$ cat config.mk
export PLATFORM = sky130hd
export DESIGN_NAME = uart_tx_feeder
export DESIGN_NICKNAME = d
export VERILOG_FILES = /design/src/rtl/uart_pkg.sv /design/src/rtl/uart_byte_fifo.sv /design/src/rtl/uart_tx_feeder.sv
export SDC_FILE = /design/constraint.sdc
export NUM_CORES = 1
export LEC_CHECK = 0
export BUFFER_PORTS_ARGS = -buffer_cell sky130_fd_sc_hd__buf_2
export CAP_MARGIN = 20
export CORE_MARGIN = 2
export CORE_UTILIZATION = 44
export DETAILED_ROUTE_END_ITERATION = 7
export PLACE_DENSITY = 0.6
export SYNTH_ARGS = -nofsm -noshare
export SYNTH_HDL_FRONTEND = slang
export SYNTH_SLANG_ARGS = --single-unit
$ cat constraint.sdc
create_clock -name clock -period 7.85 [get_ports clock]
set_input_delay 0 -clock clock [delete_from_list [all_inputs] [get_ports clock]]
set_output_delay 0 -clock clock [all_outputs]
set_load 0.03 [all_outputs]
$ cat src/rtl/uart_pkg.sv
// Shared types and default constants for the UART transmit feeder.
package uart_pkg;

  typedef logic [7:0] byte_t;

  typedef enum logic [1:0] {
    IDLE   = 2'd0,
    LAUNCH = 2'd1,
    WAIT   = 2'd2
  } feeder_state_t;

  localparam int UART_CLK_HZ     = 5_000_000;
  localparam int UART_BAUD       = 9600;
  localparam int UART_FRAME_BITS = 10;

endpackage : uart_pkg

$ cat src/rtl/uart_byte_fifo.sv
// Byte FIFO with occupancy count; head byte is visible on rd_data whenever not empty.
module uart_byte_fifo
  import uart_pkg::*;
#(
  parameter int DEPTH = 8
) (
  input  logic                     clock,
  input  logic                     reset,
  input  logic                     push,
  input  byte_t                    wr_data,
  input  logic                     pop,
  output byte_t                    rd_data,
  output logic [$clog2(DEPTH):0]   level,
  output logic                     full,
  output logic                     empty
);

  localparam int AW = $clog2(DEPTH);
  localparam int LW = AW + 1;

  byte_t           mem_q [DEPTH];
  byte_t           mem_d [DEPTH];
  logic [AW-1:0]   wr_ptr_q, wr_ptr_d;
  logic [AW-1:0]   rd_ptr_q, rd_ptr_d;
  logic [LW-1:0]   level_q, level_d;
  logic            do_push;
  logic            do_pop;

  assign full    = (level_q == LW'(DEPTH));
  assign empty   = (level_q == '0);
  assign level   = level_q;
  assign rd_data = mem_q[rd_ptr_q];

  // Next-state for storage, pointers and count; pointers wrap naturally since DEPTH is a power of 2.
  always_comb begin
    mem_d    = mem_q;
    wr_ptr_d = wr_ptr_q;
    rd_ptr_d = rd_ptr_q;
    level_d  = level_q;
    do_push  = push && !full;
    do_pop   = pop && !empty;
    if (do_push) begin
      mem_d[wr_ptr_q] = wr_data;
      wr_ptr_d        = wr_ptr_q + 1'b1;
    end
    if (do_pop) begin
      rd_ptr_d = rd_ptr_q + 1'b1;
    end
    case ({do_push, do_pop})
      2'b10:   level_d = level_q + 1'b1;
      2'b01:   level_d = level_q - 1'b1;
      default: level_d = level_q;
    endcase
  end

  // Control registers take the synchronous reset; the data array does not need one.
  always_ff @(posedge clock) begin
    if (reset) begin
      wr_ptr_q <= '0;
      rd_ptr_q <= '0;
      level_q  <= '0;
    end else begin
      wr_ptr_q <= wr_ptr_d;
      rd_ptr_q <= rd_ptr_d;
      level_q  <= level_d;
    end
  end

  // Storage update.
  always_ff @(posedge clock) begin
    mem_q <= mem_d;
  end

endmodule : uart_byte_fifo

$ cat src/rtl/uart_tx_feeder.sv
// Queues bytes and launches them into uart_transmit one per frame, paced by a frame timer.
//
// state  | meaning
// IDLE   | nothing in flight; launch as soon as the FIFO holds a byte
// LAUNCH | dataReady high for this single cycle; frame timer loaded
// WAIT   | frame (plus guard bits) on the line; timer counts down to 0
module uart_tx_feeder
  import uart_pkg::*;
#(
  parameter int CLK_HZ     = UART_CLK_HZ,
  parameter int BAUD       = UART_BAUD,
  parameter int FRAME_BITS = UART_FRAME_BITS,
  parameter int GUARD_BITS = 1,
  parameter int DEPTH      = 8
) (
  input  logic                     clock,
  input  logic                     reset,
  input  logic [7:0]               wr_data,
  input  logic                     wr_valid,
  output logic                     wr_ready,
  output logic                     dataReady,
  output logic [7:0]               dataIn,
  output logic [$clog2(DEPTH):0]   level,
  output logic                     busy,
  output logic                     overflow
);

  localparam int CLKS_PER_BIT = CLK_HZ / BAUD;
  localparam int FRAME_CLKS   = (FRAME_BITS + GUARD_BITS) * CLKS_PER_BIT;
  localparam int TW           = $clog2(FRAME_CLKS);

  if ((DEPTH < 2) || ((DEPTH & (DEPTH - 1)) != 0)) begin : g_bad_depth
    $fatal(1, "uart_tx_feeder: DEPTH must be a power of 2 and at least 2");
  end
  if (CLKS_PER_BIT < 2) begin : g_bad_baud
    $fatal(1, "uart_tx_feeder: CLK_HZ/BAUD must be at least 2");
  end

  feeder_state_t   state_q, state_d;
  logic [TW-1:0]   timer_q, timer_d;
  logic            dataready_q, dataready_d;
  byte_t           data_in_q, data_in_d;
  logic            overflow_q, overflow_d;

  logic            fifo_push;
  logic            fifo_pop;
  byte_t           fifo_head;
  logic            fifo_full;
  logic            fifo_empty;

  // A write on the edge where the FIFO is full is dropped even if a pop happens on that edge.
  assign fifo_push = wr_valid && !fifo_full;
  assign wr_ready  = !fifo_full;
  assign dataReady = dataready_q;
  assign dataIn    = data_in_q;
  assign overflow  = overflow_q;
  assign busy      = (state_q != IDLE) || !fifo_empty;

  uart_byte_fifo #(
    .DEPTH (DEPTH)
  ) u_fifo (
    .clock   (clock),
    .reset   (reset),
    .push    (fifo_push),
    .wr_data (wr_data),
    .pop     (fifo_pop),
    .rd_data (fifo_head),
    .level   (level),
    .full    (fifo_full),
    .empty   (fifo_empty)
  );

  // Sequencer: pop decisions use the registered FIFO state, so a byte written this edge waits one cycle.
  always_comb begin
    state_d     = state_q;
    timer_d     = timer_q;
    dataready_d = 1'b0;
    fifo_pop    = 1'b0;
    case (state_q)
      IDLE: begin
        if (!fifo_empty) begin
          state_d     = LAUNCH;
          fifo_pop    = 1'b1;
          dataready_d = 1'b1;
        end
      end
      LAUNCH: begin
        timer_d = TW'(FRAME_CLKS - 1);
        state_d = WAIT;
      end
      WAIT: begin
        if (timer_q == '0) begin
          if (!fifo_empty) begin
            state_d     = LAUNCH;
            fifo_pop    = 1'b1;
            dataready_d = 1'b1;
          end else begin
            state_d = IDLE;
          end
        end else begin
          timer_d = timer_q - 1'b1;
        end
      end
      default: begin
        state_d = IDLE;
        timer_d = '0;
      end
    endcase
  end

  // Launch byte is captured only on pop edges and the overflow flag is sticky.
  always_comb begin
    data_in_d  = fifo_pop ? fifo_head : data_in_q;
    overflow_d = overflow_q | (wr_valid & fifo_full);
  end

  // Feeder registers.
  always_ff @(posedge clock) begin
    if (reset) begin
      state_q     <= IDLE;
      timer_q     <= '0;
      dataready_q <= 1'b0;
      data_in_q   <= 8'h00;
      overflow_q  <= 1'b0;
    end else begin
      state_q     <= state_d;
      timer_q     <= timer_d;
      dataready_q <= dataready_d;
      data_in_q   <= data_in_d;
      overflow_q  <= overflow_d;
    end
  end

endmodule : uart_tx_feeder
==> impl_table.tex, run 1 <==
\begin{tabular}{lr}
\hline
Metric & Value \\
\hline
\multicolumn{2}{l}{\textbf{Worst setup path}} \\
\quad Setup Crit Path Kind & reg2reg \\
\quad Kind of end point of the critical path & register \\
\quad Crit-path max FO & 12 \\
\quad Worst endpoint required time & between 8000 and 9000 ps \\
\quad Setup crit start kind & register \\
\quad Launch instance of the worst register-to-register path & state\_q[0]\$\_SDFFE\_PP0P\_ \\
\quad Reg2Reg Setup Slack & between 4000 and 5000 ps \\
\quad Worst-case reg-to-reg path depth & 12 \\
\quad Worst r2r dst & u\_fifo.level[3]\$\_SDFFE\_PP0P\_ \\
\quad WP data arrival & $\sim$3900 ps \\
\multicolumn{2}{l}{\textbf{Floorplanning}} \\
\quad Effective utilization at floorplan & roughly 45\% \\
\quad IO Pins & 27 \\
\quad Site Rows & 36 \\
\quad Core outline area & $\sim$10000 um\^{}2 \\
\quad Overall die height & about 100 um \\
\quad Overall die area & roughly 11000 um\^{}2 \\
\quad Die span in x & around 100 um \\
\multicolumn{2}{l}{\textbf{GRT}} \\
\quad Global routing usage summed across all routing layers & roughly 17\% \\
\quad Antenna violations before repair & 0 \\
\quad Global-route congestion overflow total & 0 \\
\quad Maximum number of pins on one net before global-route repair & 34 \\
\quad First-pass GRT wire length & 14.0 mm \\
\quad Number of global-route vias before repair & roughly 2700 \\
\multicolumn{2}{l}{\textbf{Synth}} \\
\quad Area contributors post-synth & sky130\_fd\_sc\_hd\_\_edfxtp\_1, sky130\_fd\_sc\_hd\_\_dfxtp\_1, sky130\_fd\_sc\_hd\_\_mux4\_2 \\
\quad Cell type with the highest aggregate area in the netlist & sky130\_fd\_sc\_hd\_\_edfxtp\_1 \\
\quad Unique cell type count in the Yosys netlist & 50 \\
\quad Area fraction in compound gates after synthesis & under 10\% \\
\quad Share of Yosys cell area claimed by the top area cell type & around 44\% \\
\quad Most frequent cell after synthesis & sky130\_fd\_sc\_hd\_\_edfxtp\_1 \\
\quad FF+latch count, synth & between 90 and 100 \\
\quad Adder-cell area share of the yosys netlist & under 10\% \\
\quad Synth Instances & 330 \\
\quad Syn avg cell area & about 13 um\^{}2 \\
\quad Dominant combinational cell family by area after synthesis & simple AND/OR/NAND/NOR gates \\
\quad Portion of the post-synthesis area used by sequential elements & approximately three fifths \\
\quad Synth warnings & 0 \\
\quad Post-Syn Nets & between 300 and 400 \\
\quad Top cells by instance count after synthesis & sky130\_fd\_sc\_hd\_\_edfxtp\_1, sky130\_fd\_sc\_hd\_\_dfxtp\_1, sky130\_fd\_sc\_hd\_\_nor2\_1 \\
\quad Post-synthesis async set-or-reset flop share & 0\% \\
\quad Mux share of post-synthesis cell area & 11.2\% \\
\quad Post-synthesis simple-gate area fraction & roughly an eighth \\
\quad Cell area after technology mapping & 4400 um\^{}2 \\
\quad Number of enable flip-flop cells after synthesis & 64 \\
\quad Prevailing post-synth register cell & sky130\_fd\_sc\_hd\_\_edfxtp\_1 \\
\quad Synthesized-area fraction occupied by xor and xnor cells & 0.797\% \\
\multicolumn{2}{l}{\textbf{Worst hold path}} \\
\quad Launch point of the worst hold path & reset \\
\quad Hold Path Class & in2reg \\
\quad Hold-critical path depth & 2 \\
\quad Worst hold endpoint & overflow\$\_SDFF\_PP0\_ \\
\multicolumn{2}{l}{\textbf{Detailed routing}} \\
\quad Routed wire length per instance & roughly 17 um \\
\quad Pre-Repair DR Iteration Count & 4 \\
\quad DR top layer & met4 \\
\quad Wire length on met2 & $\sim$4.2 mm \\
\quad Routed length on met1 & roughly 4 mm \\
\quad Met3 layer wire length in the routed design & $\sim$350 um \\
\quad Starting DRC count in detailed routing & roughly 160 \\
\quad Count of unresolved DRC violations after routing & 0 \\
\quad Routed via count & 2787 \\
\quad Routed wire length & approximately 8.6 mm \\
\quad ANT nets after route & 0 \\
\quad Via density & roughly 5.6 \\
\multicolumn{2}{l}{\textbf{Place}} \\
\quad GP Congestion & roughly 0.80 \\
\quad HPWL after DPL & approximately 5.8 mm \\
\quad Dpl cells & $\sim$470 \\
\quad Setup slack at placement & between 4000 and 5000 ps \\
\quad Post-DP Area & 4660 um\^{}2 \\
\quad Number of buffer cells added on primary ports & 26 \\
\multicolumn{2}{l}{\textbf{Flow run}} \\
\quad Number of max-cap violations & 0 \\
\multicolumn{2}{l}{\textbf{STA}} \\
\quad Final critical delay including setup and external delays & approximately 3600 ps \\
\quad Number of hold violations in the final report & 0 \\
\quad Slew Limit Fails & 0 \\
\quad Max transition margin & between 30\% and 40\% \\
\quad Achievable frequency & roughly 0.28 GHz \\
\quad Final period util & 45.9\% \\
\quad Fin worst setup slack & $\sim$4200 ps \\
\quad Post-Route Setup TNS & 0 ps \\
\quad Unrepaired setup endpoints after global routing & no \\
\quad Clock skew & 11.1 ps \\
\quad Worst slew pin tran & approximately 950 ps \\
\quad Final Setup Violations & 0 \\
\multicolumn{2}{l}{\textbf{Finish}} \\
\quad Post-route cell area & about 5000 um\^{}2 \\
\quad Layout cell share with drive strength beyond 1 & between 20\% and 30\% \\
\quad Area growth from synthesis to layout & 13.0\% \\
\quad Number of fillers in the final layout & $\sim$860 \\
\quad Finished Layout Cells & 499 \\
\quad Number of diodes added for antenna fixing & 0 \\
\quad Combined area of the multi-input logic cells & $\sim$1700 um\^{}2 \\
\quad Sequential standard cell area & 2620 um\^{}2 \\
\quad Nets & roughly 380 \\
\multicolumn{2}{l}{\textbf{Pwr}} \\
\quad Power density of the placed cells & about 350 nW/um\^{}2 \\
\quad Worst-case vdd ir drop & between 0.1 and 0.15 mV \\
\quad Leakage dissipation & roughly 1.7 nW \\
\multicolumn{2}{l}{\textbf{Clock tree}} \\
\quad Clock Sink Count & a little under 100 \\
\quad Bufs on Longest Clock Path & 2 \\
\quad Clock latency of the later-clocked register in the worst-skew pair & between 300 and 400 ps \\
\quad Root Driver & sky130\_fd\_sc\_hd\_\_clkbuf\_8 \\
\quad TritonCTS clock tree & built \\
\quad Clock Pin Slew Worst Setup and Hold Paths & $\sim$100 ps \\
\quad Htree depth & 3 \\
\quad Number of buffers inserted during clock tree synthesis & 9 \\
\multicolumn{2}{l}{\textbf{Status}} \\
\quad Outcome & finished, final reports clean \\
\hline
\end{tabular}
## critical path, stage by stage (launching register included)
cell,delay (ps)
sky130_fd_sc_hd__dfxtp_1,360
sky130_fd_sc_hd__inv_1,90
sky130_fd_sc_hd__ha_1,300
sky130_fd_sc_hd__nor4b_1,370
sky130_fd_sc_hd__nand4_1,410
sky130_fd_sc_hd__a21o_1,410
sky130_fd_sc_hd__inv_2,140
sky130_fd_sc_hd__ha_1,230
sky130_fd_sc_hd__ha_1,260
sky130_fd_sc_hd__a21o_1,180
sky130_fd_sc_hd__a21oi_1,170
sky130_fd_sc_hd__mux2i_1,230
sky130_fd_sc_hd__mux2_2,350
## placed cells by master (no fill, tap or decap), types with 2 or more instances in the layout
cell type and n:
sky130_fd_sc_hd__or3_1 2, sky130_fd_sc_hd__nor2_1 26, sky130_fd_sc_hd__dlygate4sd3_1 9, sky130_fd_sc_hd__o21ai_0 7
sky130_fd_sc_hd__inv_1 14, sky130_fd_sc_hd__nor3_1 3, sky130_fd_sc_hd__edfxtp_1 64, sky130_fd_sc_hd__nand4_1 6
sky130_fd_sc_hd__dfxtp_1 35, sky130_fd_sc_hd__mux4_2 16, sky130_fd_sc_hd__inv_8 3, sky130_fd_sc_hd__a2111oi_0 8
sky130_fd_sc_hd__o211ai_1 5, sky130_fd_sc_hd__nor4_1 3, sky130_fd_sc_hd__a21oi_1 13, sky130_fd_sc_hd__nand3_1 10
sky130_fd_sc_hd__or4b_2 2, sky130_fd_sc_hd__buf_2 26, sky130_fd_sc_hd__clkbuf_8 9, sky130_fd_sc_hd__xor2_1 4
sky130_fd_sc_hd__buf_4 4, sky130_fd_sc_hd__a31o_2 8, sky130_fd_sc_hd__o31ai_1 4, sky130_fd_sc_hd__nand2_1 12
sky130_fd_sc_hd__mux2i_1 11, sky130_fd_sc_hd__nor2b_1 2, sky130_fd_sc_hd__nor3_2 3, sky130_fd_sc_hd__a31oi_1 6
sky130_fd_sc_hd__or4_1 5, sky130_fd_sc_hd__nand2b_1 2, sky130_fd_sc_hd__o311ai_0 2, sky130_fd_sc_hd__ha_1 11
sky130_fd_sc_hd__nor4b_1 3, sky130_fd_sc_hd__a21o_1 3, sky130_fd_sc_hd__nor4_2 3, sky130_fd_sc_hd__nor3b_1 2
## worst max path at each step
stage / endpoint / depth (start not counted) / slack [ps] / from
5_1_grt: u_fifo.level[3]$_SDFFE_PP0P_ / 12 / 3990 / state_q[0]$_SDFFE_PP0P_
6_report: u_fifo.level[3]$_SDFFE_PP0P_ / 12 / 4240 / state_q[0]$_SDFFE_PP0P_
4_1_cts: u_fifo.level[3]$_SDFFE_PP0P_ / 12 / 4260 / state_q[0]$_SDFFE_PP0P_
3_3_place_gp: u_fifo.level[3]$_SDFFE_PP0P_ / 12 / 4470 / state_q[0]$_SDFFE_PP0P_
2_1_floorplan: u_fifo.level[3]$_SDFFE_PP0P_ / 9 / 4750 / u_fifo.level[3]$_SDFFE_PP0P_
3_5_place_dp: u_fifo.level[3]$_SDFFE_PP0P_ / 12 / 4290 / state_q[0]$_SDFFE_PP0P_
## logic make-up after synthesis
kind of cell,after synthesis
muxes,29
adders and majority gates,12
DFF,99
xor gates and xnor gates,4
AOI/OAI and AO/OA,59
buffers and inverters,34
and+or+nand+nor,93
## per-layer routing
layer / vias up / track usage [%]
met3: 4 / 5.01
met2: 55 / 26.3
met5: - / 0
met1: 1380 / 22.4
met4: 0 / 3.67
li1: 1348 / -
## registers in the layout, summed over array words and instances (netlist names)
name	flops
dataIn	8
dataReady	1
overflow	1
state_q	2
timer_q	13
u_fifo.level	4
u_fifo.mem_q	64
u_fifo.rd_ptr_q	3
u_fifo.wr_ptr_q	3
## report_power, final
group | leakage (nW) | total [W] | internal [W] | switching (W)
Combinational | 0.759 | 0.000691 | 0.000279 | 0.000411
Clock | 0.106 | 0.000342 | 0.000155 | 0.000186
Sequential | 0.867 | 0.000709 | 0.000628 | 0.0000803
Total | 1.73 | 0.00174 | 0.00106 | 0.000678
## stage by stage
stage,hold WS [ps],util [%],total power [W]
6_report,117,51.1,0.00174
5_1_grt,132,51.1,0.00186
2_1_floorplan,98.9,-,0.00124
3_3_place_gp,268,47.9,0.00140
4_1_cts,100,51.1,0.00176
3_5_place_dp,271,47.9,0.00141
## cell type report
type / instances / share of cell area, %
sequential: 99 / 52.8
multi-input combinational: 197 / 33.4
timing repair buffer: 39 / 5.04
tap: 133 / 3.35
clock buffer: 9 / 2.49
clock inverter: 7 / 1.79
inverter: 15 / 1.13
## what timing repair did
action | CTS | global route
hold buffers | 9 | 0
endpoints found under the setup margin | 0 | 0
setup buffers | 0 | 0
gates resized for setup | 0 | 0
endpoints found under the hold margin | 66 | 0
No activity file was read; power rests on OpenSTA's default activity.
==> run 2, diff against run 1 <==
==> constraint.sdc (replaced) <==
create_clock -name clock -period 3.42 [get_ports clock]
set_input_delay 0 -clock clock [delete_from_list [all_inputs] [get_ports clock]]
set_output_delay 0 -clock clock [all_outputs]
set_load 0.03 [all_outputs]
==> run 2 against run 1 <==
  * Cell count grew 1.4%
  * Die area is the same
  * Register-to-register slack lost 3900 ps
  * Sequential power grew 130%
  * Wire length grew 3.3%
  * Clock-buffer cell count is the same
  * Maximum frequency grew 16%
  * Critical path type unchanged
  * Largest cell class unchanged
==> impl_table.tex, run 2 (same netlist as run 1, synthesis figures left out) <==
\begin{tabular}{lr}
\hline
Metric & Value \\
\hline
\multicolumn{2}{l}{\textbf{Detailed routing}} \\
\quad Routed wire length & 8.87 mm (was 8.58 mm) \\
\quad Routed length on met1 & 4.12 mm (was 3.92 mm) \\
\quad Routed wire length per instance & 17.5 um (was 17.2 um) \\
\quad Met3 layer wire length in the routed design & 424 um (was 351 um) \\
\quad Wire length on met2 & 4.21 mm (was 4.24 mm) \\
\quad Routed via count & 2845 (was 2787) \\
\quad Pre-Repair DR Iteration Count & 5 (was 4) \\
\quad Count of unresolved DRC violations after routing & 0 (unchanged) \\
\quad Starting DRC count in detailed routing & 182 (was 159) \\
\quad Via density & 5.62 (was 5.59) \\
\quad DR top layer & met4 (unchanged) \\
\quad ANT nets after route & 0 (unchanged) \\
\multicolumn{2}{l}{\textbf{STA}} \\
\quad Final critical delay including setup and external delays & 3100 ps (was 3610 ps) \\
\quad Clock skew & 8.72 ps (was 11.1 ps) \\
\quad Unrepaired setup endpoints after global routing & no (unchanged) \\
\quad Post-Route Setup TNS & 0 ps (unchanged) \\
\quad Final worst hold slack & 121 ps (was 117 ps) \\
\quad Max transition margin & 36.3\% (was 36.6\%) \\
\quad Final Setup Violations & 0 (unchanged) \\
\quad Fin worst setup slack & 324 ps (was 4240 ps) \\
\quad Number of hold violations in the final report & 0 (unchanged) \\
\quad Achievable frequency & 0.323 GHz (was 0.277 GHz) \\
\quad Worst slew pin tran & 952 ps (was 947 ps) \\
\quad Slew Limit Fails & 0 (unchanged) \\
\quad Final period util & 90.5\% (was 45.9\%) \\
\multicolumn{2}{l}{\textbf{Finish}} \\
\quad Top library cells by usage in the layout, fill and taps aside & sky130\_fd\_sc\_hd\_\_edfxtp\_1, sky130\_fd\_sc\_hd\_\_dfxtp\_1, sky130\_fd\_sc\_hd\_\_nor2\_1, sky130\_fd\_sc\_hd\_\_buf\_2, sky130\_fd\_sc\_hd\_\_mux4\_2 (unchanged) \\
\quad Nets & 391 (was 384) \\
\quad Finished Layout Cells & 506 (was 499) \\
\quad Layout cell share with drive strength beyond 1 & 23.9\% (was 23.2\%) \\
\quad End-of-flow core utilization & 51.2\% (was 51.1\%) \\
\quad Area growth from synthesis to layout & 13.3\% (was 13.0\%) \\
\quad Flip-flop count of the largest register, all copies and words added & 64 (unchanged) \\
\quad Number of diodes added for antenna fixing & 0 (unchanged) \\
\quad Register name with the most flops & u\_fifo.mem\_q (unchanged) \\
\quad Number of fillers in the final layout & 850 (was 861) \\
\quad Commonest non-fill, non-tap cell in the layout & sky130\_fd\_sc\_hd\_\_edfxtp\_1 (unchanged) \\
\multicolumn{2}{l}{\textbf{Worst setup path}} \\
\quad Setup crit start kind & register (unchanged) \\
\quad Worst endpoint required time & 3680 ps (was 8110 ps) \\
\quad Kind of end point of the critical path & register (unchanged) \\
\quad Largest delay share family, worst path & compound AO/OA/AOI/OAI gates (was adder cells) \\
\quad Stage delay of the slowest cell on the critical path & 360 ps (was 410 ps) \\
\quad Launch instance of the worst register-to-register path & state\_q[0]\$\_SDFFE\_PP0P\_ (unchanged) \\
\quad Worst-path cell chain & inv\_1 -> ha\_1 -> nor4b\_1 -> nand4\_1 -> a21o\_1 -> inv\_2 -> ha\_1 -> ha\_1 -> a21o\_1 -> a21oi\_1 -> mux2i\_1 -> mux2\_2 (unchanged) \\
\quad WP data arrival & 3350 ps (was 3870 ps) \\
\quad Setup Crit Path Kind & reg2reg (unchanged) \\
\quad Crit-path max FO & 10 (was 12) \\
\quad Worst path most repeated cell & sky130\_fd\_sc\_hd\_\_ha\_1 (unchanged) \\
\quad Buf/Inv on CP & 2 (unchanged) \\
\quad Worst-path cell with the longest stage delay & sky130\_fd\_sc\_hd\_\_dfxtp\_1 (was sky130\_fd\_sc\_hd\_\_nand4\_1) \\
\quad Worst r2r dst & u\_fifo.level[3]\$\_SDFFE\_PP0P\_ (unchanged) \\
\quad Worst-case reg-to-reg path depth & 12 (unchanged) \\
\quad Reg2Reg Setup Slack & 320 ps (was 4240 ps) \\
\multicolumn{2}{l}{\textbf{Status}} \\
\quad Outcome & finished, final reports clean (unchanged) \\
\multicolumn{2}{l}{\textbf{GRT}} \\
\quad First-pass GRT wire length & 14.9 mm (was 14.0 mm) \\
\quad Number of global-route vias before repair & 2843 (was 2710) \\
\quad Global routing usage summed across all routing layers & 17.6\% (was 16.5\%) \\
\quad Maximum number of pins on one net before global-route repair & 34 (unchanged) \\
\quad Global-route congestion overflow total & 0 (unchanged) \\
\quad Antenna violations before repair & 0 (unchanged) \\
\multicolumn{2}{l}{\textbf{Clock tree}} \\
\quad Root Driver & sky130\_fd\_sc\_hd\_\_clkbuf\_8 (unchanged) \\
\quad Number of buffers inserted during clock tree synthesis & 9 (unchanged) \\
\quad Clock latency of the later-clocked register in the worst-skew pair & 360 ps (was 370 ps) \\
\quad TritonCTS clock tree & built (unchanged) \\
\quad Htree depth & 3 (unchanged) \\
\quad Postcts setup bufs & 0 (unchanged) \\
\quad Count of cells resized by post-cts repair & 0 (unchanged) \\
\quad Clock Sink Count & 99 (unchanged) \\
\quad Bufs on Longest Clock Path & 2 (unchanged) \\
\quad Hold-fix buffer count after cts & 9 (unchanged) \\
\quad Clock Pin Slew Worst Setup and Hold Paths & 100 ps (about the same) \\
\multicolumn{2}{l}{\textbf{Worst hold path}} \\
\quad Launch point of the worst hold path & reset (unchanged) \\
\quad Hold Path Class & in2reg (unchanged) \\
\quad Hold-critical path depth & 2 (unchanged) \\
\quad Worst hold endpoint & dataReady\$\_SDFF\_PP0\_ (was overflow\$\_SDFF\_PP0\_) \\
\multicolumn{2}{l}{\textbf{Floorplanning}} \\
\quad IO Pins & 27 (unchanged) \\
\quad Site Rows & 36 (unchanged) \\
\quad Core outline area & 9730 um\^{}2 (unchanged) \\
\quad Die span in x & 104 um (unchanged) \\
\quad Effective utilization at floorplan & 45.2\% (unchanged) \\
\quad Overall die height & 104 um (unchanged) \\
\quad Overall die area & 10800 um\^{}2 (unchanged) \\
\multicolumn{2}{l}{\textbf{Pwr}} \\
\quad Power density of the placed cells & 801 nW/um\^{}2 (was 351 nW/um\^{}2) \\
\quad Worst-case vdd ir drop & 0.324 mV (was 0.140 mV) \\
\quad Leakage dissipation & 1.75 nW (was 1.73 nW) \\
\multicolumn{2}{l}{\textbf{Place}} \\
\quad Setup slack at placement & 363 ps (was 4290 ps) \\
\quad Dpl cells & 481 (was 474) \\
\quad Number of buffer cells added on primary ports & 26 (unchanged) \\
\quad HPWL after DPL & 5.80 mm (was 5.81 mm) \\
\quad GP Congestion & 0.823 (was 0.800) \\
\multicolumn{2}{l}{\textbf{Flow run}} \\
\quad Number of max-cap violations & 0 (unchanged) \\
\hline
\end{tabular}
## run 2: final cells by class
cell class | count | area (um^2) | area share (%)
timing repair buffer | 46 | 303 | 6.08
clock inverter | 7 | 65.1 | 1.31
inverter | 15 | 56.3 | 1.13
tap | 133 | 166 | 3.34
sequential | 99 | 2620 | 52.7
multi-input combinational | 197 | 1640 | 33.0
clock buffer | 9 | 124 | 2.49
## run 2: worst reg2reg max path, stage by stage, from the launching register on
cell	delay [ps]
sky130_fd_sc_hd__dfxtp_1	360
sky130_fd_sc_hd__inv_1	100
sky130_fd_sc_hd__ha_1	170
sky130_fd_sc_hd__nor4b_1	330
sky130_fd_sc_hd__nand4_1	190
sky130_fd_sc_hd__a21o_1	340
sky130_fd_sc_hd__inv_2	140
sky130_fd_sc_hd__ha_1	220
sky130_fd_sc_hd__ha_1	250
sky130_fd_sc_hd__a21o_1	170
sky130_fd_sc_hd__a21oi_1	170
sky130_fd_sc_hd__mux2i_1	220
sky130_fd_sc_hd__mux2_2	350
## run 2: power by group
| group | switching [W] | total [W] | internal, W | leakage [nW] |
|---|---|---|---|---|
| clock | 0.000440 | 0.000725 | 0.000285 | 0.0999 |
| sequential | 0.000187 | 0.00163 | 0.00144 | 0.867 |
| combinational | 0.000972 | 0.00163 | 0.000662 | 0.786 |
## run 2: metrics by stage
| step | instance area [um^2] | total power [W] |
|---|---|---|
| floorplan | 4400 | 0.00284 |
| global placement | 4700 | 0.00326 |
| detailed placement | 4700 | 0.00327 |
| CTS | 4980 | 0.00401 |
| global route | 4980 | 0.00425 |
| finish | 4980 | 0.00399 |
## run 2: worst max-delay path by stage
stage / to / slack, ps / startpoint / depth (start not counted)
final: u_fifo.level[3]$_SDFFE_PP0P_ / 320 / state_q[0]$_SDFFE_PP0P_ / 12
after global routing: u_fifo.level[3]$_SDFFE_PP0P_ / 100 / state_q[0]$_SDFFE_PP0P_ / 12
after CTS: u_fifo.level[3]$_SDFFE_PP0P_ / 320 / state_q[0]$_SDFFE_PP0P_ / 12
after detailed placement: u_fifo.level[3]$_SDFFE_PP0P_ / 360 / state_q[0]$_SDFFE_PP0P_ / 12
after global placement: u_fifo.level[3]$_SDFFE_PP0P_ / 470 / state_q[0]$_SDFFE_PP0P_ / 12
after floorplan: u_fifo.level[3]$_SDFFE_PP0P_ / 320 / u_fifo.level[3]$_SDFFE_PP0P_ / 9
## run 2: layer usage
layer / GRT usage [%] / vias up
met4: 7.34 / 0
met2: 27.8 / 73
li1: - / 1360
met1: 24.2 / 1400
met3: 3.07 / 12
met5: 0 / -
